### config.mk
export PLATFORM = sky130hd
export DESIGN_NAME = range_scheduler_flat
export DESIGN_NICKNAME = d
export VERILOG_FILES = /design/src/rtl/gift_shop_pkg.sv /design/src/rtl/range_scheduler_if.sv /design/src/rtl/bcd_digit_len.sv /design/src/rtl/range_scheduler.sv /design/src/flat_wrapper.sv
export SDC_FILE = /design/constraint.sdc
export NUM_CORES = 1
export LEC_CHECK = 0
export ABC_AREA = 1
export CELL_PAD_IN_SITES_DETAIL_PLACEMENT = 0
export CELL_PAD_IN_SITES_GLOBAL_PLACEMENT = 2
export CORE_MARGIN = 1.5
export CORE_UTILIZATION = 33
export DETAILED_ROUTE_END_ITERATION = 7
export HOLD_SLACK_MARGIN = 0.08
export PLACE_DENSITY = 0.79
export SETUP_SLACK_MARGIN = 0.15
export SYNTH_ARGS = -nofsm -noshare
export SYNTH_HDL_FRONTEND = slang
export SYNTH_SLANG_ARGS = --single-unit
### constraint.sdc
create_clock -name clk -period 3 [get_ports clk]
set_clock_uncertainty 0.15 [all_clocks]
set_input_delay 0.3 -clock clk [delete_from_list [all_inputs] [get_ports clk]]
set_output_delay 0.3 -clock clk [all_outputs]
set_load 0.005 [all_outputs]
### src/rtl/gift_shop_pkg.sv
// rtl/gift_shop_pkg.sv - shared widths, FSM state type and BCD constant tables
package gift_shop_pkg;

  localparam int BCD_W  = 40;
  localparam int WORD_W = 32;

  typedef logic [BCD_W-1:0] bcd_t;

  typedef enum logic [2:0] {
    COLLECT,
    SPLIT,
    EMIT,
    DRAIN,
    DONE
  } sched_state_e;

  // Indexed by digit count: smallest and largest BCD value with that many digits
  localparam bcd_t POW10_TBL [11] = '{
    40'h0, 40'h1, 40'h10, 40'h100, 40'h1000, 40'h10000, 40'h100000,
    40'h1000000, 40'h10000000, 40'h100000000, 40'h1000000000
  };

  localparam bcd_t NINES_TBL [11] = '{
    40'h0, 40'h9, 40'h99, 40'h999, 40'h9999, 40'h99999, 40'h999999,
    40'h9999999, 40'h99999999, 40'h999999999, 40'h9999999999
  };

endpackage

### src/rtl/range_scheduler_if.sv
// rtl/range_scheduler_if.sv - range word input and segment output handshakes
interface range_scheduler_if;
  import gift_shop_pkg::*;

  logic [WORD_W-1:0] in_data;
  logic              in_valid;
  logic              in_ready;
  bcd_t              seg_start;
  bcd_t              seg_end;
  logic [3:0]        seg_len;
  logic              seg_valid;
  logic              seg_ready;
  logic              seg_done;

  modport master (
    output in_data, in_valid, seg_ready, seg_done,
    input  in_ready, seg_start, seg_end, seg_len, seg_valid
  );

  modport slave (
    input  in_data, in_valid, seg_ready, seg_done,
    output in_ready, seg_start, seg_end, seg_len, seg_valid
  );

endinterface

### src/rtl/bcd_digit_len.sv
// rtl/bcd_digit_len.sv - digit count of a BCD value (zero counts as one digit)
module bcd_digit_len
  import gift_shop_pkg::*;
(
  input  bcd_t       bcd_i,
  output logic [3:0] len_o
);

  always_comb begin
    len_o = 4'd1;
    for (int i = 0; i < BCD_W / 4; i++) begin
      if (bcd_i[4*i +: 4] != 4'h0) len_o = 4'(i + 1);
    end
  end

endmodule

### src/rtl/range_scheduler.sv
// rtl/range_scheduler.sv - splits BCD ranges into even-digit-length segments
module range_scheduler
  import gift_shop_pkg::*;
#(
  parameter int NUM_RANGES      = 34,
  parameter int MAX_OUTSTANDING = 8
) (
  input  logic             clk,
  input  logic             rst_n,
  range_scheduler_if.slave bus,
  output logic [15:0]      seg_count,
  output logic             finished
);

  localparam int RW = $clog2(NUM_RANGES + 1);
  localparam int OW = $clog2(MAX_OUTSTANDING + 1);

  sched_state_e  state_q;
  logic [1:0]    word_q;
  logic [RW-1:0] range_q;
  logic [79:0]   buf_q;
  logic [3:0]    len_s_q, len_e_q, cur_len_q;
  logic [OW-1:0] out_q, out_d;
  logic [15:0]   count_q;
  logic          in_ready_q, seg_valid_q, finished_q;
  bcd_t          seg_start_q, seg_end_q;
  logic [3:0]    seg_len_q;

  bcd_t       start_w, end_w;
  logic [3:0] len_s, len_e;
  logic       in_hs, seg_hs, done_ok, more_ranges;

  assign start_w     = buf_q[79:40];
  assign end_w       = buf_q[39:0];
  assign in_hs       = bus.in_valid && in_ready_q;
  assign seg_hs      = seg_valid_q && bus.seg_ready;
  assign done_ok     = bus.seg_done && (out_q != '0);
  assign more_ranges = range_q < RW'(NUM_RANGES);

  bcd_digit_len u_len_s (.bcd_i(start_w), .len_o(len_s));
  bcd_digit_len u_len_e (.bcd_i(end_w),   .len_o(len_e));

  always_comb begin
    out_d = out_q;
    if (seg_hs && !done_ok)      out_d = out_q + OW'(1);
    else if (!seg_hs && done_ok) out_d = out_q - OW'(1);
  end

  always_ff @(posedge clk or negedge rst_n) begin
    if (!rst_n) begin
      out_q   <= '0;
      count_q <= '0;
    end else begin
      out_q <= out_d;
      if (seg_hs && count_q != 16'hFFFF) count_q <= count_q + 16'd1;
    end
  end

  always_ff @(posedge clk or negedge rst_n) begin
    if (!rst_n) begin
      state_q     <= COLLECT;
      word_q      <= '0;
      range_q     <= '0;
      buf_q       <= '0;
      len_s_q     <= '0;
      len_e_q     <= '0;
      cur_len_q   <= '0;
      in_ready_q  <= 1'b0;
      seg_valid_q <= 1'b0;
      finished_q  <= 1'b0;
      seg_start_q <= '0;
      seg_end_q   <= '0;
      seg_len_q   <= '0;
    end else begin
      case (state_q)
        COLLECT: begin
          in_ready_q <= more_ranges;
          if (in_hs) begin
            case (word_q)
              2'd0:    buf_q[31:0]  <= bus.in_data;
              2'd1:    buf_q[63:32] <= bus.in_data;
              default: buf_q[79:64] <= bus.in_data[15:0];
            endcase
            if (word_q == 2'd2) begin
              word_q     <= '0;
              range_q    <= range_q + 1'b1;
              in_ready_q <= 1'b0;
              state_q    <= SPLIT;
            end else begin
              word_q <= word_q + 2'd1;
            end
          end
        end
        SPLIT: begin
          len_s_q   <= len_s;
          len_e_q   <= len_e;
          cur_len_q <= len_s;
          // BCD digits order like binary nibbles, so a plain compare is numeric
          if (start_w > end_w) begin
            state_q    <= more_ranges ? COLLECT : DRAIN;
            in_ready_q <= more_ranges;
          end else begin
            state_q <= EMIT;
          end
        end
        EMIT: begin
          // Odd lengths hold no even-digit numbers and just burn one idle cycle
          if ((seg_valid_q && bus.seg_ready) || (!seg_valid_q && cur_len_q[0])) begin
            seg_valid_q <= 1'b0;
            cur_len_q   <= cur_len_q + 4'd1;
            if (cur_len_q >= len_e_q) begin
              state_q    <= more_ranges ? COLLECT : DRAIN;
              in_ready_q <= more_ranges;
            end
          end else if (!seg_valid_q && out_d < OW'(MAX_OUTSTANDING)) begin
            seg_valid_q <= 1'b1;
            seg_start_q <= (cur_len_q == len_s_q) ? start_w : POW10_TBL[cur_len_q];
            seg_end_q   <= (cur_len_q == len_e_q) ? end_w : NINES_TBL[cur_len_q];
            seg_len_q   <= cur_len_q;
          end
        end
        DRAIN: begin
          if (out_d == '0) begin
            state_q    <= DONE;
            finished_q <= 1'b1;
          end
        end
        DONE: begin
          finished_q <= 1'b1;
        end
        default: state_q <= COLLECT;
      endcase
    end
  end

  assign bus.in_ready  = in_ready_q;
  assign bus.seg_valid = seg_valid_q;
  assign bus.seg_start = seg_start_q;
  assign bus.seg_end   = seg_end_q;
  assign bus.seg_len   = seg_len_q;
  assign seg_count     = count_q;
  assign finished      = finished_q;

endmodule

### src/flat_wrapper.sv
// flat-port wrapper written by rule: the top's interface ports become plain ports
module range_scheduler_flat import gift_shop_pkg::*;
#(
  parameter int NUM_RANGES      = 34,
  parameter int MAX_OUTSTANDING = 8
)
  (clk, rst_n, seg_count, finished, bus_in_data, bus_in_valid, bus_seg_ready, bus_seg_done, bus_in_ready, bus_seg_start, bus_seg_end, bus_seg_len, bus_seg_valid);
  range_scheduler_if bus_i ();
  input  logic clk;
  input  logic rst_n;
  output logic [15:0] seg_count;
  output logic finished;
  input wire logic [$bits(bus_i.in_data)-1:0] bus_in_data;
  input wire logic [$bits(bus_i.in_valid)-1:0] bus_in_valid;
  input wire logic [$bits(bus_i.seg_ready)-1:0] bus_seg_ready;
  input wire logic [$bits(bus_i.seg_done)-1:0] bus_seg_done;
  output wire logic [$bits(bus_i.in_ready)-1:0] bus_in_ready;
  output wire logic [$bits(bus_i.seg_start)-1:0] bus_seg_start;
  output wire logic [$bits(bus_i.seg_end)-1:0] bus_seg_end;
  output wire logic [$bits(bus_i.seg_len)-1:0] bus_seg_len;
  output wire logic [$bits(bus_i.seg_valid)-1:0] bus_seg_valid;
  assign bus_i.in_data = bus_in_data;
  assign bus_i.in_valid = bus_in_valid;
  assign bus_i.seg_ready = bus_seg_ready;
  assign bus_i.seg_done = bus_seg_done;
  assign bus_in_ready = bus_i.in_ready;
  assign bus_seg_start = bus_i.seg_start;
  assign bus_seg_end = bus_i.seg_end;
  assign bus_seg_len = bus_i.seg_len;
  assign bus_seg_valid = bus_i.seg_valid;
  range_scheduler #(.NUM_RANGES(NUM_RANGES), .MAX_OUTSTANDING(MAX_OUTSTANDING)) u_core (.clk(clk), .rst_n(rst_n), .bus(bus_i), .seg_count(seg_count), .finished(finished));
endmodule
# Yosys cells after proc, flatten, opt, wreduce, memory -nomap -nowiden
# Memories as Yosys holds them, arrays and structs flattened.
# Index checks and enable logic that the tools add are counted.
[classes] n_addsub=6 magnitude_cmp=5 eq_ne=15 n_mux=47 bitwise=4 n_reduce_logical=50
[ops] op="$mux 40" n=6
[ops] op="$mux 4" n=19
[ops] op="$reduce_bool 4->1" n=19
[ops] op="$gt 40x40->1" n=1
[ops] op="$mux 3" n=6
[ops] op="$add 16x1->16 const B" n=1
[ops] op="$ne 16x16->1 const B" n=1
[ops] op="$pmux 3 s5" n=1
[ops] op="$reduce_and 3->1" n=5
[ops] op="$ne 2x1->1 const B" n=6
[ops] op="$add 4x1->4 const B" n=2
[ops] op="$eq 4x4->1" n=2
[ops] op="$logic_and 1x1->1" n=8
[ops] op="$mux 1" n=8
[ops] op="$mux 2" n=4
[ops] op="$pmux 4 s2" n=1
[ops] op="$reduce_and 2->1" n=4
[ops] op="$add 6x1->6 const B" n=1
[ops] op="$eq 3x2->1 const B" n=2
[ops] op="$lt 6x6->1 const B" n=1
[ops] op="$reduce_and 6->1" n=1
[ops] op="$reduce_bool 2->1" n=3
[ops] op="$ge 5x5->1 const B" n=1
[ops] op="$not 4->5" n=1
[ops] op="other kinds (19)" n=23
[word_totals] ff_bits=210 rom_bits=1280 inputBits=37 out_inout_bits=103 mem_count=2
[memory_table] memory="(no name shown)" words=16 width=40 read_ports=1 rd_clocked_by_memory_dff=0 wr=0 line="range_scheduler.sv:117" text="seg_start_q <= (cur_len_q == len_s_q) ? start_w : POW10_TBL[cur_len_q];"
[memory_table] memory="(no name shown)" words=16 width=40 read_ports=1 rd_clocked_by_memory_dff=0 wr=0 line="range_scheduler.sv:118" text="seg_end_q <= (cur_len_q == len_e_q) ? end_w : NINES_TBL[cur_len_q];"

# Logic depth before layout (Yosys ltp)
[depth] ltp_word=11 mapped_depth=17 depth_no_buf=17

# Hierarchy
# Synthesis repeated with hierarchy kept, for this count alone.
[unflattened] hier_cells=1254 area_unflattened_um2=10502.6
[by_module_without_submodules] mod="range_scheduler" n_inst=1 cells_per_inst=1156 area_each_um2=10007.1
[by_module_without_submodules] mod="bcd_digit_len" n_inst=2 cells_per_inst=49 area_each_um2=247.7

# Worst setup path after synthesis
# No wires, ideal clock.
[synth_path] path_kind="reg-to-reg" from="register u_core.cur_len_q[0]" to="register u_core.seg_end_q[21], in the netlist u_core.bus.seg_end[21]" setup_time_ps=93 arrival_ps=1912 required_ps=2757 path_slack_ps=845 stages_incl_launch_ff=9 n_path_buf=2 cell_sequence="dfrtp_1 -> inv_1 -> ha_1 -> nand2_1 -> nor2_2 -> inv_1 -> clkbuf_1 -> clkbuf_1 -> o31ai_2"
[synth_between] elab_chain_cells=5
[synth_rtl] item="from (decl)" line="range_scheduler.sv:22" text="logic [3:0] len_s_q, len_e_q, cur_len_q;"
[synth_rtl] item="from (signal assigned)" line="range_scheduler.sv:97" text="cur_len_q <= len_s;"
[synth_rtl] item="from (signal assigned)" line="range_scheduler.sv:110" text="cur_len_q <= cur_len_q + 4'd1;"
[synth_rtl] item="$not 4->5 (not written as such)" line="range_scheduler.sv:118"
[synth_rtl] item="$mem_v2 16x40"
[synth_rtl] item="$mux 40 (not written as such) (2 in series)" line="range_scheduler.sv:118"
[synth_rtl] item="$mux 40" line="range_scheduler.sv:118"
[synth_rtl] item="to (signal assigned)" line="range_scheduler.sv:118"
[synth_rtl] item="to (decl)" line="range_scheduler.sv:26" text="bcd_t seg_start_q, seg_end_q;"
# Parallel ways exist; a longest one is shown, timed or not. The select of a mux whose other input is x is not followed.
# A chain may end at the register's enable or synchronous reset.

# Worst setup path in the final report
[layout_path] from="register u_core.buf_q[78]" to="register u_core.in_ready_q, in the netlist u_core.bus.in_ready"
[layout_between] elab_chain_cells=3
[layout_rtl] item="from (decl)" line="range_scheduler.sv:21" text="logic [79:0] buf_q;"
[layout_rtl] item="from (signal assigned)" line="range_scheduler.sv:82" text="default: buf_q[79:64] <= bus.in_data[15:0];"
[layout_rtl] item="$gt 40x40->1" line="range_scheduler.sv:99" text="if (start_w > end_w) begin"
[layout_rtl] item="$ne 2x1->1 (no source line)"
[layout_rtl] item="$reduce_and 4->1 (no source line)"
[layout_rtl] item="to (signal assigned)" line="range_scheduler.sv:77" text="in_ready_q <= more_ranges;"
[layout_rtl] item="to (signal assigned)" line="range_scheduler.sv:101" text="in_ready_q <= more_ranges;"
[layout_rtl] item="to (signal assigned)" line="range_scheduler.sv:113" text="in_ready_q <= more_ranges;"
[layout_rtl] item="to (decl)" line="range_scheduler.sv:25" text="logic in_ready_q, seg_valid_q, finished_q;"
# No other way between the ends.

==> results.cfg <==
[drt]
routedWlPerCell_um = 17.28
drc = 0
drt_pass1_iterations = 5
drt_iter0_drc = 472
antenna_left = 0
viasPerCell = 4.727
vias = 8636
routed_wl_um = 31560

[place]
io_buffers = 139
dp_slack_ns = 0.5624
hpwl_um = 23640
gp_congestion = 0.8446

[synthesis]
yosys.area_share.adder_pct = 6.579
synthCells = 1267
synthSimpleGateAreaFrac_pct = 20.31
synth_nets = 1360
muxShareOfSynthArea_pct = 0
synth_top_family_by_area = simple AND/OR/NAND/NOR gates
synth.cell_area_um2 = 10650
synth-compound-area-share_pct = 13.63
synth_seq_cells = 210
ys_types = 36
synth_xor_area_share_pct = 1.809
seq_area_frac_synth_pct = 49.34
syn_area_per_cell_um2 = 8.406
yosys_warnings = 0

[setup_path]
required_ns = 3.26
crit_cells = 10
path_class = reg2reg
crit_path_end = u_core.bus.in_ready$_DFFE_PN0P_
reg2reg_from = u_core.buf_q[78]$_DFFE_PN0P_
reg2reg_slack_ns = 0.59
r2r_cells = 10
worst_ep_arrival_time_ns = 2.67
path_delay_family = simple AND/OR/NAND/NOR gates
cp-end-kind = register
reg2reg_to = u_core.bus.in_ready$_DFFE_PN0P_
worstPathCellList = ha_1 -> nand2_1 -> nor2_1 -> nand2_1 -> nor2_1 -> nand4_1 -> nand2_1 -> nand2_1 -> nand3_1 -> nand2_1
start_kind = register
crit_path_max_incr_delay_ns = 0.45
worstSetupStartpoint = u_core.buf_q[78]$_DFFE_PN0P_
crit_slowest_cell = dfrtp_1
path_common_cell = nand2_1
crit_fanout = 4
path_buf_inv = 0

[die]
ios = 140
die_x_um = 182.6
coreArea_um2 = 31640
fp.dieArea_um2 = 33360
start_util_pct = 33.66
die-height_um = 182.6
num_rows = 65

[cells_and_area]
layout_commonest_cell = nand2_1
drive_gt1_share_pct = 7.368
nets = 1502
mostFrequentLayoutCells = nand2_1 (365), dfrtp_1 (210), inv_1 (168)
diodes = 0
syn_to_final_growth_pct = 25.53
post-route-util_pct = 42.26

[timing]
slew_headroom_pct = 53.44
maxSlewViolCount = 0
worst_slack_ns = 0.5882
hold_violations = 0
max_freq_mhz = 414.6
fin_tns_setup_ns = 0
fin_crit_sh_pct = 80.39
finalSetupViolations = 0
finalCriticalPeriod_ns = 2.412
tightest_slew_ns = 0.6921
rsz0062_at_grt = false

[job]
max_cap_viol_count = 0

[clocking]
insertion_delay_ns = 0.53
clock-sinks = 210
post_cts_buffers = 0
cts_root_buf = clkbuf_16
cts_made_buffers = 25
cts_buffer_depth = 3
cts_tree = built
h-tree-depth = 1
clkTransAtPathRegs_ns = 0.06

[outcome]
status = complete, no violations

[power_and_ir_drop]
power_per_cell_area_nw_per_um2 = 482.3
p_leak_nw = 6.351
ir_drop_uv = 255.3

[global_route]
grt_pass1_vias = 8754
grt.overflow.total = 0
antenna_found_initial = 0
grt.total_usage_pct = 19.49
grt_pass1_wl_um = 50420
grt_max_degree = 72

[worst_hold_path]
hp-class = in2async
[state kept, by name, summed over array words and instances, names as in the netlist, 2 cells and up]
signal and cells:
u_core.buf_q 80, u_core.bus.seg_end 40, u_core.len_e_q 4, u_core.len_s_q 4, u_core.out_q 4, u_core.range_q 6
u_core.seg_count 16, u_core.word_q 2, u_core.bus.seg_start 40, u_core.state_q 3, u_core.cur_len_q 4, u_core.bus.seg_len 4
[through the flow]
stage / std cells / instance area (µm²) / hold slack, ns / total power (W)
after floorplan: 1267 / 10650 / -0.1456 / 0.003310
after global placement: 1783 / 12570 / 0.1782 / 0.003603
after detailed placement: 1783 / 12570 / 0.1779 / 0.003605
after CTS: 1827 / 13370 / 0.2004 / 0.006548
after global routing: 1827 / 13370 / 0.2484 / 0.006735
final: 1827 / 13370 / 0.1951 / 0.006448
[cell usage after synthesis, drive strengths merged]
cell | instances | share of area, %
nand2 | 367 | 13
a21o | 2 | 0.14
a21oi | 45 | 2.3
inv | 174 | 6.1
o22ai | 2 | 0.12
xor2 | 19 | 1.6
and2 | 2 | 0.12
clkbuf | 19 | 0.67
o21ai | 136 | 6.4
clkinv | 2 | 0.071
nor3b | 2 | 0.14
nor2 | 73 | 2.6
o21a | 2 | 0.14
nand3 | 37 | 2.0
nor4 | 12 | 0.70
buf | 26 | 1.5
a21boi | 1 | 0.071
o21bai | 1 | 0.071
o31ai | 44 | 4.2
dfrtp | 210 | 49
ha | 56 | 6.6
xnor2 | 3 | 0.25
nand4 | 13 | 0.76
o211ai | 3 | 0.21
nor3 | 16 | 0.96
[worst min path at each step]
stage | cells after the start | to
finish | 2 | u_core.seg_count[2]$_DFFE_PN0P_
global route | 2 | u_core.seg_count[2]$_DFFE_PN0P_
CTS | 3 | u_core.buf_q[50]$_DFFE_PN0P_
detailed placement | 1 | u_core.seg_count[1]$_DFFE_PN0P_
global placement | 1 | u_core.seg_count[1]$_DFFE_PN0P_
floorplan | 0 | u_core.buf_q[0]$_DFFE_PN0P_
[what timing repair did]
| item | 4_1_cts | 5_1_grt |
|---|---|---|
| hold endpoints to repair | 68 | 0 |
| resized for setup | 0 | 0 |
| hold buffers | 1 | 0 |
[kinds of logic after synthesis]
logic type / after synthesis
DFF: 210
buffers and inverters: 221
and+or+nand+nor: 522
adders and majority gates: 56
AOI/OAI and AO/OA: 236
xor gates and xnor gates: 22
[routing by layer]
layer,share of wire (%),global-route usage [%]
met2,46,31.51
met5,0,0
met3,4.1,2.415
met1,49,27.94
met4,1.6,4.165
[power breakdown]
part / internal (W) / total, W / switching, W
clock: 0.00171 / 0.00290 / 0.00119
sequential: 0.00291 / 0.00300 / 0.0000970
combinational: 0.000244 / 0.000541 / 0.000296
[cell type report]
type / instances / area [µm²]
well taps: 402 / 503.0
fillers: 3229 / 18270
inverters: 176 / 660.6
multi-input cells: 836 / 4521
clock buffers: 36 / 747.0
repair buffers: 160 / 1644
clock inverters: 7 / 38.79
flip-flops and latches: 210 / 5255
No activity file was read; power rests on OpenSTA's default activity.
